`src/rtl/comparatore_3bit_driver.sv`:
```
// rtl/comparatore_3bit_driver.sv - exhaustive operand scanner for a 3-bit comparator under test
// Walks a, b, c through every triple (or a,b with c fixed) and tallies the comparator result.
module comparatore_3bit_driver #(
  parameter int SETTLE = 2
) (
  input  logic       clk,
  input  logic       rst,
  input  logic       start,
  input  logic       fix_c,
  input  logic [2:0] c_cfg,
  input  logic       cmp_out,
  output logic [2:0] a,
  output logic [2:0] b,
  output logic [2:0] c,
  output logic       busy,
  output logic       done,
  output logic [9:0] ones_cnt,
  output logic [8:0] first_hit,
  output logic       hit_valid
);

  typedef enum logic [1:0] {IDLE, RUN, DONE_S} state_t;

  state_t      state, nstate;
  logic [8:0]  idx;
  logic [3:0]  settle_cnt;
  logic        mode;
  logic [2:0]  c_lat;
  logic        sample;
  logic        last;
  logic [8:0]  nxt_idx;
  logic [8:0]  nxt_triple;

  // A sample happens on the edge that ends the SETTLE-cycle hold of the current triple.
  assign sample     = (state == RUN) && (settle_cnt == 4'(SETTLE - 1));
  assign last       = mode ? (idx == 9'd63) : (idx == 9'd511);
  assign nxt_idx    = idx + 9'd1;
  assign nxt_triple = mode ? {nxt_idx[5:3], nxt_idx[2:0], c_lat} : nxt_idx;

  always_ff @(posedge clk or posedge rst) begin
    if (rst) state <= IDLE;
    else     state <= nstate;
  end

  always_comb begin
    nstate = state;
    case (state)
      IDLE:    if (start) nstate = RUN;
      RUN:     if (sample && last) nstate = DONE_S;
      DONE_S:  nstate = IDLE;
      default: nstate = IDLE;
    endcase
  end

  always_comb begin
    busy = (state == RUN);
    done = (state == DONE_S);
  end

  always_ff @(posedge clk or posedge rst) begin
    if (rst) begin
      idx        <= '0;
      settle_cnt <= '0;
      mode       <= 1'b0;
      c_lat      <= '0;
      a          <= '0;
      b          <= '0;
      c          <= '0;
      ones_cnt   <= '0;
      first_hit  <= '0;
      hit_valid  <= 1'b0;
    end else begin
      case (state)
        IDLE: begin
          if (start) begin
            mode       <= fix_c;
            c_lat      <= c_cfg;
            idx        <= '0;
            settle_cnt <= '0;
            a          <= '0;
            b          <= '0;
            c          <= fix_c ? c_cfg : 3'd0;
            ones_cnt   <= '0;
            first_hit  <= '0;
            hit_valid  <= 1'b0;
          end
        end
        RUN: begin
          if (sample) begin
            settle_cnt <= '0;
            if (cmp_out) begin
              // Count cannot exceed 512, so the guard only protects against wrap.
              if (ones_cnt != 10'd1023) ones_cnt <= ones_cnt + 10'd1;
              if (!hit_valid) begin
                first_hit <= {a, b, c};
                hit_valid <= 1'b1;
              end
            end
            if (last) begin
              a <= '0;
              b <= '0;
              c <= '0;
            end else begin
              idx       <= nxt_idx;
              {a, b, c} <= nxt_triple;
            end
          end else begin
            settle_cnt <= settle_cnt + 4'd1;
          end
        end
        default: begin
          a <= '0;
          b <= '0;
          c <= '0;
        end
      endcase
    end
  end

endmodule

```
`config.mk`:
```
export PLATFORM = sky130hd
export DESIGN_NAME = comparatore_3bit_driver
export DESIGN_NICKNAME = d
export VERILOG_FILES = /design/src/rtl/comparatore_3bit_driver.sv
export SDC_FILE = /design/constraint.sdc
export NUM_CORES = 1
export LEC_CHECK = 0
export ABC_AREA = 1
export ABC_CLOCK_PERIOD_IN_PS = 1500
export BUFFER_PORTS_ARGS = -buffer_cell sky130_fd_sc_hd__buf_2
export CAP_MARGIN = 5
export CORE_MARGIN = 2
export CORE_UTILIZATION = 50
export DETAILED_ROUTE_END_ITERATION = 8
export GPL_ROUTABILITY_DRIVEN = 0
export PLACE_DENSITY = 0.71
export SYNTH_ARGS = -nofsm -noshare
export SYNTH_HDL_FRONTEND = slang
export SYNTH_SLANG_ARGS = --single-unit
```
`constraint.sdc`:
```
create_clock -name clk -period 1.5 [get_ports clk]
set_input_delay 0.075 -clock clk [delete_from_list [all_inputs] [get_ports clk]]
set_output_delay 0.075 -clock clk [all_outputs]
set_load 0.01 [all_outputs]
```
==> results.toml <==
[pwr]
power_density_nw_per_um2 = 1530
p_clk_frac = 0.188
combPwrFrac = 0.416
peakVddDrop_uv = 800
swShare = 0.396
p_seq_frac = 0.396
power.internal_uw = 3150
leakagePower_uw = 0.00179
power_switching_uw = 2060
power_uw = 5210

[clock_tree]
cts_buffers = 5
cts_root_buffer = "clkbuf_8"
cts_sinks = 48
path_clk_slew_ns = 0.10
cts_tree = "yes"
insertion_delay_ns = 0.31
cts_htree_levels = 2
clockBufferDepth = 2

[route]
vias_per_cell = 4.97
firstDrtPassIters = 4
drtIter0Drc = 162
antenna_left = 0
finalWirelength_um = 6430
wl_per_cell_um = 12.8
drc_errors = 0
vias = 2496

[yosys]
synth-xor-area-share = 0.00649
synth_adder_area_share = 0.0186
ys_seq_elements = 48
synth_cell_types = 32
ys_top_cells_by_area = "dfrtp_1 45%, nand2_1 23%, nand3_1 4.8%"
ys_seq_area_frac = 0.445
syn-cell-area_um2 = 2700
syn_inst = 357
synth_top_area_cell = "dfrtp_1"
muxShareOfSynthArea = 0
synth_compound_area_frac = 0.0751
synth_top_family_by_area = "simple AND/OR/NAND/NOR gates"
synth_simple_gate_area_frac = 0.397
syn_avg_cell_area_um2 = 7.56
yosysWarnings = 0
syn_nets = 369
yosysTopAreaCellShare = 0.445

[die]
dieArea_um2 = 6000
die_y_um = 77.5
die_w_um = 77.5
row_count = 26
core_area_um2 = 5170
start_util = 0.522
ios = 39

[finish]
syn2layout_area_growth_pct = 26.3
fillers = 459
layout_common_cells = "162 x nand2_1, 47 x dfrtp_1, 38 x buf_2"
seq_area_um2 = 1200
nets = 443
layout_commonest_cell = "nand2_1"
drive_above_1_share = 0.287
multi_input_area_um2 = 1410
final_util = 0.658
finalInstanceArea_um2 = 3410
num_antenna_cells = 0
layoutNonFillerInstCount = 502

[setup_path]
cp_max_fo = 17
r2r_cells = 9
path_class = "register to register"
timing.reg2reg.setup_slack_ns = 0.06
cp.required_ns = 1.70
critPathLaunchType = "register"
critPathCaptureType = "register"
r2r_end = "a[2]"
arrival_ns = 1.64
rr_startpoint = "idx[0]"

[sta]
worst_pin_slew_ns = 0.353
slew_headroom = 0.762
fin_crit_sh = 0.958
fmax_mhz = 696
finalHoldViolations = 0
slew_viol_final = 0
finalSetupViolations = 0
finalClockSkew_ns = 0.0183
period_needed_ns = 1.44
rsz0062_at_grt = "true"
holdWs_ns = 0.0694

[place]
dp_hpwl_um = 4520
portBuffers = 38
place_area_um2 = 3150
dp_cells = 485

[global_route]
grt_start_max_net_pins = 49
antenna_found_initial = 0
gr-total-overflow = 0
grt_usage = 0.227
grt_pass1_wl_um = 11000
grt_pass1_vias = 2300

[hold_path]
whs_path_depth = 3
holdCritPathClass = "input pin to register"
min_to = "c_lat[0]"
hold_path_startpoint = "c_cfg[0]"

[flow_run]
drv_cap = 0

[run_status]
status = "complete, no violations"
## per-layer routing
metal / vias to the layer above / GRT usage / routed length (µm)
li1: 1268 / - / -
met1: 1168 / 0.312 / 2960
met2: 52 / 0.371 / 3110
met3: 8 / 0.0407 / 283
met4: 0 / 0.0589 / 78
met5: - / 0 / 0
## final cells by class
| cell class | instances | share of cell area |
|---|---|---|
| clock inverter | 3 | 0.0140 |
| multi-input combinational | 276 | 0.413 |
| sequential | 48 | 0.353 |
| tap | 70 | 0.0257 |
| timing repair buffer | 73 | 0.144 |
| inverter | 27 | 0.0305 |
| clock buffer | 5 | 0.0202 |
## through the flow
step           worst slack (ns)  TNS [ns]
2_1_floorplan            0.0408         0
3_3_place_gp             0.0476         0
3_5_place_dp             0.0240         0
4_1_cts                 0.00368         0
5_1_grt                 -0.0253    -0.116
6_report                 0.0624         0
## timing repair
| action | in CTS | in global routing |
|---|---|---|
| endpoints found under the setup margin | 0 | 29 |
| hold buffers | 3 | 0 |
| endpoints found under the hold margin | 50 | 0 |
| resized for setup | 0 | 18 |
| buffers inserted | 0 | 5 |
## state kept, by name, summed over array words and instances, names as in the netlist, 3 cells and up
register and cells:
settle_cnt 4, a 3, c_lat 3, ones_cnt 10, c 3, first_hit 9
idx 9, b 3
## power by group through the flow
stage	Sequential, µW	Clock, µW	Combinational [µW]
after floorplan	2180	0	1160
after global placement	2060	0	2030
after detailed placement	2070	0	2070
after CTS	2050	997	2090
after global routing	2130	1070	2460
final	2060	978	2170
## cell families (layout without fill, tap and decap cells)
logic type                 count (synthesis)  in the layout
and+or+nand+nor                          240            241
DFF                                       48             48
buffers and inverters                     34            108
AOI/OAI and AO/OA                         29             29
adders and majority gates                  4              4
xor gates and xnor gates                   2              2
## worst max-delay path by stage
stage,startpoint,endpoint,slack [ns],cells past startpoint
after global placement,settle_cnt[1],ones_cnt[5],0.05,9
after global routing,idx[0],c[2],-0.03,9
after detailed placement,settle_cnt[1],ones_cnt[5],0.02,9
after floorplan,ones_cnt[0],ones_cnt[9],0.04,8
after CTS,settle_cnt[1],ones_cnt[5],0.004,9
final,idx[0],a[2],0.06,9
## synth_stat cells (all sizes together)
| cell type | instances |
|---|---|
| nand4 | 1 |
| xnor2 | 1 |
| nor2 | 28 |
| o211ai | 1 |
| clkbuf | 1 |
| or2 | 3 |
| xor2 | 1 |
| ha | 4 |
| inv | 27 |
| a21oi | 2 |
| nand2 | 174 |
| buf | 6 |
| a21boi | 1 |
| o22ai | 2 |
| dfrtp | 48 |
| o21ai | 21 |
| nor3b | 2 |
| nor4 | 1 |
| nand3 | 31 |
| o21bai | 2 |
## critical path: stages (launching register included)
cell and delay (ns):
dfrtp_1 0.36, ha_1 0.18, nand2_2 0.08, nor2_4 0.11, nand2_2 0.08, nor2_4 0.17, nor2_4 0.05, buf_12 0.15
nand3_1 0.08, nand2_1 0.06
(Power assumes the default switching activity.)
